`config.mk`:
```
export PLATFORM = sky130hd
export DESIGN_NAME = scene_ctrl_flat
export DESIGN_NICKNAME = d
export VERILOG_FILES = /design/src/rtl/scene_ctrl_if.sv /design/src/rtl/scene_ctrl.sv /design/src/flat_wrapper.sv
export SDC_FILE = /design/constraint.sdc
export NUM_CORES = 1
export LEC_CHECK = 0
export ABC_AREA = 1
export CAP_MARGIN = 10
export CORE_ASPECT_RATIO = 0.75
export CORE_UTILIZATION = 30
export CTS_CLUSTER_DIAMETER = 50
export DETAILED_ROUTE_END_ITERATION = 7
export GPL_TIMING_DRIVEN = 1
export PLACE_DENSITY_LB_ADDON = 0.05
export SYNTH_ARGS = -nofsm -noshare
export SYNTH_HDL_FRONTEND = slang
export SYNTH_SLANG_ARGS = --single-unit
```
`constraint.sdc`:
```
create_clock -name clk -period 1.5 [get_ports clk]
set_input_delay 0.45 -clock clk [delete_from_list [all_inputs] [get_ports clk]]
set_output_delay 0.45 -clock clk [all_outputs]
set_load 0.02 [all_outputs]
```
`src/rtl/scene_ctrl_if.sv`:
```
// Scene controller signal bundle: key/VS/auto-enable in, picture select and frame status out.
interface scene_ctrl_if;
  logic       i_key;
  logic       i_vs;
  logic       i_auto_en;
  logic       o_state;
  logic       o_switch;
  logic [7:0] o_frame_cnt;

  modport master (
    output i_key,
    output i_vs,
    output i_auto_en,
    input  o_state,
    input  o_switch,
    input  o_frame_cnt
  );

  modport slave (
    input  i_key,
    input  i_vs,
    input  i_auto_en,
    output o_state,
    output o_switch,
    output o_frame_cnt
  );
endinterface

```
`src/rtl/scene_ctrl.sv`:
```
// Debounced pushbutton / auto-advance scene switcher; applies picture changes only at
// the VS falling edge so the display stage never shows a torn frame.
module scene_ctrl #(
  parameter logic [19:0] DEB_CYCLES  = 20'd1000000,
  parameter logic [7:0]  AUTO_FRAMES = 8'd0
) (
  input  logic          clk,
  input  logic          rst,
  scene_ctrl_if.slave   bus
);

  localparam int unsigned    CW        = $clog2(DEB_CYCLES + 1);
  localparam logic [CW-1:0]  DEB_LAST  = CW'(DEB_CYCLES - 20'd1);
  localparam logic [7:0]     AUTO_LAST = AUTO_FRAMES - 8'd1;
  localparam logic           AUTO_ON   = (AUTO_FRAMES != 8'd0);

  typedef enum logic [1:0] {
    IDLE      = 2'd0,
    DEB_PRESS = 2'd1,
    HELD      = 2'd2,
    DEB_REL   = 2'd3
  } deb_state_e;

  logic          key_meta_q;
  logic          key_sync_q;
  deb_state_e    deb_state_q, deb_state_d;
  logic [CW-1:0] deb_cnt_q, deb_cnt_d;
  logic          vs_q;
  logic          pending_q, pending_d;
  logic          state_q, state_d;
  logic          switch_q, switch_d;
  logic [7:0]    frame_cnt_q, frame_cnt_d;

  logic          press_req;
  logic          frame_start;
  logic          auto_hit;
  logic          do_switch;

  always_ff @(posedge clk) begin
    if (rst) begin
      key_meta_q  <= 1'b1;
      key_sync_q  <= 1'b1;
      deb_state_q <= IDLE;
      deb_cnt_q   <= '0;
      vs_q        <= 1'b0;
      pending_q   <= 1'b0;
      state_q     <= 1'b0;
      switch_q    <= 1'b0;
      frame_cnt_q <= '0;
    end else begin
      key_meta_q  <= bus.i_key;
      key_sync_q  <= key_meta_q;
      deb_state_q <= deb_state_d;
      deb_cnt_q   <= deb_cnt_d;
      vs_q        <= bus.i_vs;
      pending_q   <= pending_d;
      state_q     <= state_d;
      switch_q    <= switch_d;
      frame_cnt_q <= frame_cnt_d;
    end
  end

  // press_req fires on the DEB_PRESS -> HELD transition only, so one request per press
  always_comb begin
    deb_state_d = deb_state_q;
    deb_cnt_d   = deb_cnt_q;
    press_req   = 1'b0;
    unique case (deb_state_q)
      IDLE: begin
        if (!key_sync_q) begin
          deb_state_d = DEB_PRESS;
          deb_cnt_d   = '0;
        end
      end
      DEB_PRESS: begin
        if (key_sync_q) begin
          deb_state_d = IDLE;
        end else if (deb_cnt_q == DEB_LAST) begin
          deb_state_d = HELD;
          press_req   = 1'b1;
        end else begin
          deb_cnt_d = deb_cnt_q + CW'(1);
        end
      end
      HELD: begin
        if (key_sync_q) begin
          deb_state_d = DEB_REL;
          deb_cnt_d   = '0;
        end
      end
      DEB_REL: begin
        if (!key_sync_q) begin
          deb_state_d = HELD;
        end else if (deb_cnt_q == DEB_LAST) begin
          deb_state_d = IDLE;
        end else begin
          deb_cnt_d = deb_cnt_q + CW'(1);
        end
      end
      default: begin
        deb_state_d = IDLE;
        deb_cnt_d   = '0;
      end
    endcase
  end

  assign frame_start = vs_q & ~bus.i_vs;
  assign auto_hit    = bus.i_auto_en & AUTO_ON & frame_start & (frame_cnt_q == AUTO_LAST);
  // press_req is folded in directly so a request coinciding with frame_start switches now
  assign do_switch   = frame_start & (pending_q | press_req | auto_hit);

  always_comb begin
    pending_d   = pending_q;
    state_d     = state_q;
    switch_d    = do_switch;
    frame_cnt_d = frame_cnt_q;
    if (press_req) pending_d = 1'b1;
    if (do_switch) begin
      pending_d   = 1'b0;
      state_d     = ~state_q;
      frame_cnt_d = '0;
    end else if (frame_start && (frame_cnt_q != '1)) begin
      frame_cnt_d = frame_cnt_q + 8'd1;
    end
  end

  assign bus.o_state     = state_q;
  assign bus.o_switch    = switch_q;
  assign bus.o_frame_cnt = frame_cnt_q;

endmodule

```
`src/flat_wrapper.sv`:
```
// flat-port wrapper written by rule: the top's interface ports become plain ports
module scene_ctrl_flat 
#(
  parameter logic [19:0] DEB_CYCLES  = 20'd1000000,
  parameter logic [7:0]  AUTO_FRAMES = 8'd0
)
  (clk, rst, bus_i_key, bus_i_vs, bus_i_auto_en, bus_o_state, bus_o_switch, bus_o_frame_cnt);
  scene_ctrl_if bus_i ();
  input  logic clk;
  input  logic rst;
  input wire logic [$bits(bus_i.i_key)-1:0] bus_i_key;
  input wire logic [$bits(bus_i.i_vs)-1:0] bus_i_vs;
  input wire logic [$bits(bus_i.i_auto_en)-1:0] bus_i_auto_en;
  output wire logic [$bits(bus_i.o_state)-1:0] bus_o_state;
  output wire logic [$bits(bus_i.o_switch)-1:0] bus_o_switch;
  output wire logic [$bits(bus_i.o_frame_cnt)-1:0] bus_o_frame_cnt;
  assign bus_i.i_key = bus_i_key;
  assign bus_i.i_vs = bus_i_vs;
  assign bus_i.i_auto_en = bus_i_auto_en;
  assign bus_o_state = bus_i.o_state;
  assign bus_o_switch = bus_i.o_switch;
  assign bus_o_frame_cnt = bus_i.o_frame_cnt;
  scene_ctrl #(.DEB_CYCLES(DEB_CYCLES), .AUTO_FRAMES(AUTO_FRAMES)) u_core (.clk(clk), .rst(rst), .bus(bus_i));
endmodule
```
# ---- Word-level counts from Yosys, hierarchy flattened
# Cells that the tools add are included.
dict set report word_totals {
  word_cells 48
  regBits 36
  memories 0
  mem_bits_rw 0
  mem_bits_ro 0
  input_bits 5
  latchBits 0
}
dict set report classes {
  div 0
  n_addsub 2
  n_mux 16
  shift 0
  n_bitwise 5
  reduce_logical 5
  n_lt_le_gt_ge 0
  multipliers 0
  n_eq_ne 11
}
# operator n
set op_table {}
lappend op_table {{$mux 20} 5}
lappend op_table {{$pmux 20 s4} 1}
lappend op_table {{$add 20x1->20 const B} 1}
lappend op_table {{$eq 20x20->1 const B} 1}
lappend op_table {{$mux 2} 6}
lappend op_table {{$add 8x1->8 const B} 1}
lappend op_table {{$ne 8x8->1 const B} 1}
lappend op_table {{$pmux 2 s4} 1}
lappend op_table {{$reduce_and 4->1} 2}
lappend op_table {{$eq 2x2->1 const B} 2}
lappend op_table {{$ne 2x1->1 const B} 2}
lappend op_table {{$ne 2x2->1 const B} 2}
lappend op_table {{$mux 1} 3}
lappend op_table {{$ne 3x1->1 const B} 1}
lappend op_table {{$ne 3x3->1 const B} 1}
lappend op_table {{$and 1x1->1} 2}
lappend op_table {{$eq 2x1->1 const B} 1}
lappend op_table {{$logic_not 2->1} 1}
lappend op_table {{$not 1->1} 2}
lappend op_table {{$reduce_or 2->1} 1}
lappend op_table {{$logic_and 1x1->1} 1}
lappend op_table {{$or 1x1->1} 1}

# ---- Depth between registers and ports, before layout
# Gate-level depths: netlist of the first run.
dict set report depth {
  depth_word 7
  ltp_mapped 11
  ltp_nobuf 11
}

# ---- Worst setup path before layout of the first run
# No wires, ideal clock.
dict set report synth_path {
  path_type {reg2reg}
  start {reg u_core.frame_cnt_q[0], in the netlist u_core.bus.o_frame_cnt[0]}
  end {reg u_core.frame_cnt_q[2], in the netlist u_core.bus.o_frame_cnt[2]}
  n_path_buf 0
  path_slack_ns -0.086
  setup_ns 0.117
  required_time_ns 1.383
  arrival_ns 1.468
  path_stages_with_launch 11
  path_cell_list {dfxtp_1 > ha_1 > nand2_1 > nor2_1 > nand4_1 > nand2_1 > inv_1 > nand2_1 > nand2_1 > o21ai_0 > nor2_1}
}
dict set report synth_between {
  elab_chain_len 2
}
# element line_no
set synth_lines {}
lappend synth_lines {{start: declaration} scene_ctrl.sv:32} ;# logic [7:0] frame_cnt_q, frame_cnt_d;
lappend synth_lines {{start signal: assignment} scene_ctrl.sv:59} ;# frame_cnt_q <= frame_cnt_d;
lappend synth_lines {{branches (longest 2 deep; another with $add 8x1->8)} n/a}
# Parallel ways; which one is timed is not known.
# A chain may end at the register's enable or synchronous reset.

# ---- Worst setup path after layout of the first run
dict set report layout_path {
  start {reg u_core.deb_cnt_q[0]}
  end {reg u_core.deb_cnt_q[16]}
}
dict set report layout_between {
  elab_chain_len 4
}
# element line_no
set layout_lines {}
lappend layout_lines {{start: declaration} scene_ctrl.sv:27} ;# logic [CW-1:0] deb_cnt_q, deb_cnt_d;
lappend layout_lines {{start signal: assignment} scene_ctrl.sv:54} ;# deb_cnt_q <= deb_cnt_d;
lappend layout_lines {{$add 20x1->20 / $eq 20x20->1 (equally long branches)} n/a}
lappend layout_lines {{$mux 20 (*)} {scene_ctrl.sv:78, scene_ctrl.sv:94}}
lappend layout_lines {{$mux 20, on equally long branches} {scene_ctrl.sv:92, scene_ctrl.sv:76}}
lappend layout_lines {{$pmux 20 s4 (*)} scene_ctrl.sv:68} ;# unique case (deb_state_q)
# Every way passes the cells marked *; elsewhere a longest branch is shown, timed or not. The select of a mux whose other input is x is not followed.

==> results.md, run 1 <==
- GRT overflow: 0
- Combinational Power Share: 6.2%
- P_int: 1330 µW
- Final worst slack: 34.6 ps
- Worst-Margin Slew: 320 ps
- PD cells: 586 nW/µm²
- DRC Markers: 0
- Status: completed
- Switching share of total power: 25.7%
- Compound-Gate Fraction of Synth Area: 6.32%
- Worst-path clk slew: 80 ps
- Slew margin rel.: 78.6%
- Crit Path Max Fanout: 4
- Skew final: 3.24 ps
- Mux share of post-synthesis cell area: 0%
- DP Area: 2740 µm²
- CTS root buf: clkbuf_8
- Port Buffers: 13
- GRT Overall Usage: 16.3%
- Routed vias: 2220
- Ant diodes: 0
- P_leak: 0.00122 µW
- Vias in the first global route: 1867
- Hold Buf Count CTS: 0
- Worst-Skew Late Latency: 290 ps
- Critical path startpoint category: register
- Hold Crit Depth: 1
- Min cycle time layout: 1470 ps
- FF-to-FF path depth: 9
- Core Footprint: 6860 µm²
- Die area: 7480 µm²
- Post-Synth Simple-Gate Area: 46.0%
- Starting Density: 31.2%
- Synthesized area: 2140 µm²
- CTS tree: done
- Setup TNS: 0 ps
- RSZ-0062 raised after global routing: yes
- Via density: 4.42
- Routability cong.: 0.831
- Max VDD drop: 0.311 mV
- DRT Pass-1 Iters: 4
- Pre-CTS setup slack: -268 ps
- Max-Cap Viols: 0
- CP endpoint kind: register
- Register Area: 742 µm²
- Die width: 99.5 µm
- Sequential share of power: 53.9%
- Hold crit path type: reg -> reg
- Final setup violation count: 0
- Layout area overhead: 42.5%
- Hold Slack: 420 ps
- Fill count: 745
- CTS sink cnt: 36
- Layout cells sized above 1: 32.7%
- CP arrival: 1660 ps
- Clock power frac: 39.9%
- Yosys warns: 0
- #FFs+latches synth: 36
- Sw Pwr: 459 µW
- Post-Route WL: 5960 µm
- Post-synthesis adder-cell area fraction: 1.17%
- Cells after Synth: 338
- Final HPWL DP: 4610 µm
- Multi-input gate area: 1400 µm²
- Critical Path RT: 1700 ps
- Deepest clock path buffer count: 2
- I/O pin count: 15
- Number of hold violations in the final report: 0
- Maximum clock frequency: 682 MHz
- Pins Over Slew Limit: 0
- Final critical-path share of the clock period: 97.7%
- H-tree depth: 2
- TritonCTS Buffers: 5
- Antenna violations before repair: 0
- Largest family of logic cells by synthesized area: simple AND/OR/NAND/NOR gates
- XOR/XNOR share of the synthesized area: 3.68%
- Global-route wire length before repair: 9250 µm
- Cell Rows: 26
- Final instance area: 3050 µm²
- Mapped Avg Cell Area: 6.33 µm²
- Largest net degree at the start of global routing: 17
- Critical path class: reg -> reg
- Tot Pwr: 1790 µW
- Register area share after synthesis: 33.7%
- Post-layout net count: 410
- Routed wire length per instance: 11.9 µm
- Syn_nets: 345
- DRT iter0 DRCs: 64
- Synth unique cells: 30
- Post-route ant nets: 0
- Die height: 75.1 µm
[metal layers]
layer  routed length [µm]  vias to the layer above  track usage [%]
met5                    0                        -                0
met4                   48                        0             4.41
met3                  126                        5             3.16
met2                 2370                       17             21.5
met1                 3420                     1002             26.0
li1                     -                     1196                -
[worst paths after layout]
kind	slack, ps	end	from
setup / recovery	30	u_core.deb_cnt_q[16]	u_core.deb_cnt_q[0]
hold / removal	420	u_core.key_sync_q	u_core.key_meta_q
setup reg to reg	30	u_core.deb_cnt_q[16]	u_core.deb_cnt_q[0]
hold reg to reg	420	u_core.key_sync_q	u_core.key_meta_q
[cell type report]
type / instances / area share [%]
multi-input cells: 252 / 45.8
clock inverters: 3 / 0.616
inverters: 44 / 5.42
clock buffers: 5 / 2.26
repair buffers: 64 / 17.5
flip-flops and latches: 36 / 24.3
well taps: 98 / 4.02
[through the flow]
stage	utilization, %	cells
finish	44.4	502
global route	44.4	502
CTS	41.6	499
detailed placement	39.9	490
global placement	39.9	490
floorplan	-	338
[worst max-delay path: stages, from the launching register on]
cell and delay, ps:
dfxtp_2 360, ha_4 170, inv_2 50, nor2_4 110, buf_6 130, nand2_2 60, nor3b_2 240, nand3_4 110
nor2_1 90, nor2_1 50
[power by group through the flow]
stage | combinational (µW) | sequential [µW] | clock, µW
after floorplan | 48.3 | 991 | 0
after global placement | 107 | 988 | 0
after detailed placement | 107 | 988 | 0
after CTS | 106 | 966 | 752
after global routing | 120 | 965 | 788
final | 110 | 963 | 713
[state kept, by name, indices dropped and copies added (netlist names), named ones only]
register,count
u_core.key_sync_q,1
u_core.deb_state_q,1
u_core.pending_q,1
u_core.vs_q,1
u_core.bus.o_switch,1
u_core.bus.o_state,1
u_core.deb_cnt_q,20
u_core.bus.o_frame_cnt,8
u_core.key_meta_q,1
[timing repair]
item                       CTS  global route
setup endpoints to repair   39            32
cloned                       0             0
gates resized for setup     20            57
buffers inserted             1             3
pin swaps                    3            17
[placed cells by master, fill, tap and decap left out, drive strengths merged, types with 7 or more instances in the layout]
cell type    netlist  layout
inv               44      44
nand4             15      15
buf                2      51
dlygate4sd2        0       8
xor2               7       7
nor2              58      58
nand3             26      26
nand2            110     110
a21oi             18      18
dfxtp             36      36
[kinds of logic after synthesis]
| family | Yosys count |
|---|---|
| xor gates and xnor gates | 9 |
| DFF | 36 |
| buffers and inverters | 50 |
| adders and majority gates | 2 |
| and+or+nand+nor | 217 |
| AOI/OAI and AO/OA | 24 |
[synth_stat cells, drive strengths merged]
cell type	n	area (µm²)
a21oi	18	93.8
a31o	1	8.76
buf	2	16.3
clkbuf	4	15.0
dfxtp	36	721
ha	2	25.0
inv	44	165
nand2	110	438
nand3	26	148
nand3b	1	7.51
nand4	15	93.8
nor2	58	245
nor3	4	31.3
nor3b	1	7.51
o21a	1	7.51
o21ai	2	10.0
o21bai	2	15.0
or2	2	12.5
xnor2	2	17.5
xor2	7	61.3
Note: power is estimated with default switching activity, not from simulation.
==> inputs of run 2 (changes only) <==
- CORE_UTILIZATION: 30 -> 25
- RECOVER_POWER: not set -> 25
- SLEW_MARGIN: not set -> 20
==> run 2 against run 1 <==
The run now ends with negative setup slack left. Combinational power about the same. Via count decreased by 2.7%. Global-route usage down 1.4 points. Power up 27%. Non-clock buffer count increased by 6. Core utilization shrank 4.9 points. Flip-flop and latch count stayed put. Critical path type unchanged. Critical endpoint unchanged.
==> results.md, run 2 (synthesis results as in run 1) <==
- Status: complete, but fails checks
- Failing checks: negative setup slack
- Sw Pwr: 487 µW (+6.1%)
- Switching share of total power: 21.4% (-4.2 points)
- Placed cells: 499 (+1.8%)
- Core Footprint: 8090 µm² (+18%)
- PD cells: 711 nW/µm² (+21%)
- Maximum clock frequency: 663 MHz (-2.9%)
- CP startpoint: u_core.deb_cnt_q[0]
- P_int: 1790 µW (+34%)
- Layout cells sized above 1: 31.7% (-0.97 points)
- Global-route wire length before repair: 9980 µm (+7.9%)
- RSZ-0062 raised after global routing: yes
- Worst-Margin Slew: 316 ps (-3.99 ps)
- Final critical-path share of the clock period: 101% (+2.9 points)
- Ant diodes: 0 (unchanged)
- H-tree depth: 2 (unchanged)
- CTS root buf: clkbuf_16
- Post-layout net count: 416 (+1.5%)
- Most used cells in the layout excluding fill and tap cells: 99 x nand2_1, 49 x buf_4, 41 x nor2_1, 40 x inv_1, 26 x dfxtp_1
- Post-route ant nets: 0 (unchanged)
- DP Area: 2770 µm² (+0.87%)
- Cell Rows: 28 (+7.7%)
- Launching point of the worst reg2reg path: u_core.deb_cnt_q[0]
- Number of hold violations in the final report: 0 (unchanged)
- Critical Path RT: 1680 ps (-20 ps)
- Final worst slack: -8.54 ps (-43.1 ps)
- DRC Markers: 0 (unchanged)
- Slew margin rel.: 78.8% (+0.27 points)
- Combinational Power Share: 4.9% (-1.3 points)
- TritonCTS Buffers: 5 (unchanged)
- Starting Density: 26.4% (-4.7 points)
- Max VDD drop: 0.611 mV (+96%)
- Pins Over Slew Limit: 0 (unchanged)
- CP endpoint kind: register
- Layout area overhead: 49.4%
- Antenna violations before repair: 0 (unchanged)
- Deepest clock path buffer count: 2 (unchanged)
- GRT Overall Usage: 14.9% (-1.4 points)
- Vias in the first global route: 1955 (+4.7%)
- I/O pin count: 15 (unchanged)
- Routability cong.: 0.877 (+5.5%)
- GRT overflow: 0 (unchanged)
- Hold Slack: 405 ps (-15.4 ps)
- Skew final: 7.70 ps (+4.46 ps)
- CTS tree: done
- Largest net degree at the start of global routing: 17 (unchanged)
- Sequential share of power: 42.5% (-11 points)
- Die height: 82.1 µm (+9.3%)
- Worst-Skew Late Latency: 280 ps (about the same)
- Die area: 8940 µm² (+20%)
- Fill count: 853 (+14%)
- Min cycle time layout: 1510 ps (+43.1 ps)
- Max-Cap Viols: 0 (unchanged)
- Final instance area: 3200 µm² (+4.8%)
- Pre-CTS setup slack: -270 ps (-1.85 ps)
- Crit Path Max Fanout: 6 (+2)
- Post-Route WL: 6120 µm (+2.6%)
- Critical path startpoint category: register
- P_leak: 0.00129 µW (+6.2%)
- Final HPWL DP: 4760 µm (+3.2%)
- Routed vias: 2160 (-2.7%)
- DRT Pass-1 Iters: 4 (unchanged)
- Die width: 109 µm (+9.4%)
- Most common cell after layout, fill and taps aside: nand2_1
- Hold crit path type: reg -> reg
- Port Buffers: 13 (unchanged)
- Routed wire length per instance: 11.9 µm (about the same)
- Clock power frac: 52.6% (+13 points)
- Hold Buf Count CTS: 0 (unchanged)
- Largest Register: u_core.deb_cnt_q
- Worst-path clk slew: 50 ps (-30 ps)
- Largest register FFs: 20 (unchanged)
- CP arrival: 1690 ps (+30 ps)
- Critical path class: reg -> reg
- Via density: 4.19 (-5.2%)
- Final setup violation count: 2 (+2)
- CTS sink cnt: 36 (unchanged)
- Hold_sp: u_core.key_meta_q
- DRT iter0 DRCs: 91 (+42%)
- Finished Layout Cells: 515 (+2.6%)
[run 2: cell types whose count changed in the layout (fill, tap and decap cells not counted), sizes merged]
cell | before | now
buf | 51 | 55
clkbuf | 6 | 8
clkinv | 3 | 1
bufinv | 0 | 1
clkdlybuf4s50 | 3 | 2
dlygate4sd2 | 8 | 9
dlygate4sd3 | 0 | 1
[run 2: path summary, 6_finish.rpt]
kind,to,cells after the start,slack [ps]
setup reg to reg,u_core.deb_cnt_q[16],9,-9
setup / recovery,u_core.deb_cnt_q[16],9,-9
hold / removal,u_core.key_sync_q,1,400
hold reg to reg,u_core.key_sync_q,1,400
[run 2: cell type report]
| type | instances | area (µm²) | share of cell area [%] |
|---|---|---|---|
| Sequential cell | 36 | 736 | 23.0 |
| Tap cell | 105 | 131 | 4.11 |
| Timing Repair Buffer | 70 | 582 | 18.2 |
| Inverter | 44 | 165 | 5.17 |
| Clock inverter | 2 | 35.0 | 1.10 |
| Clock buffer | 6 | 129 | 4.03 |
| Multi-Input combinational cell | 252 | 1420 | 44.4 |
[run 2: repair_timing]
| item | in CTS | in global routing |
|---|---|---|
| pin swaps | 13 | 23 |
| endpoints found under the setup margin | 42 | 32 |
| cloned | 0 | 0 |
| resized for setup | 28 | 46 |
| buffers inserted | 2 | 6 |
[run 2: per-layer routing]
metal / routed length [µm] / global-route usage [%] / up-vias
met4: 73 / 4.46 / 0
met3: 126 / 3.53 / 6
met1: 3580 / 22.9 / 929
li1: - / - / 1205
met2: 2340 / 19.9 / 20
met5: 0 / 0 / -
[run 2: per-stage QoR]
stage          util, %  setup TNS [ps]  power (µW)
2_1_floorplan        -               0        1040
3_3_place_gp      34.2           -3000        1090
3_5_place_dp      34.2           -3560        1090
4_1_cts           36.9               0        2310
5_1_grt           39.5           -2100        2360
6_report          39.5           -11.2        2270
[run 2: power groups by stage]
stage / Combinational, µW / Clock, µW / Sequential, µW
floorplan: 48.3 / 0 / 991
global placement: 102 / 0 / 989
detailed placement: 102 / 0 / 989
CTS: 102 / 1240 / 968
global route: 122 / 1270 / 966
finish: 112 / 1190 / 966
[run 2: critical path: stages (launching register included)]
cell     delay, ps
dfxtp_2        350
ha_4           160
nand3_4        100
nor3_4         250
nand3_4        160
buf_12         170
nand3_2         70
nand2_1         50
nand2_1         50
nor2_1          40
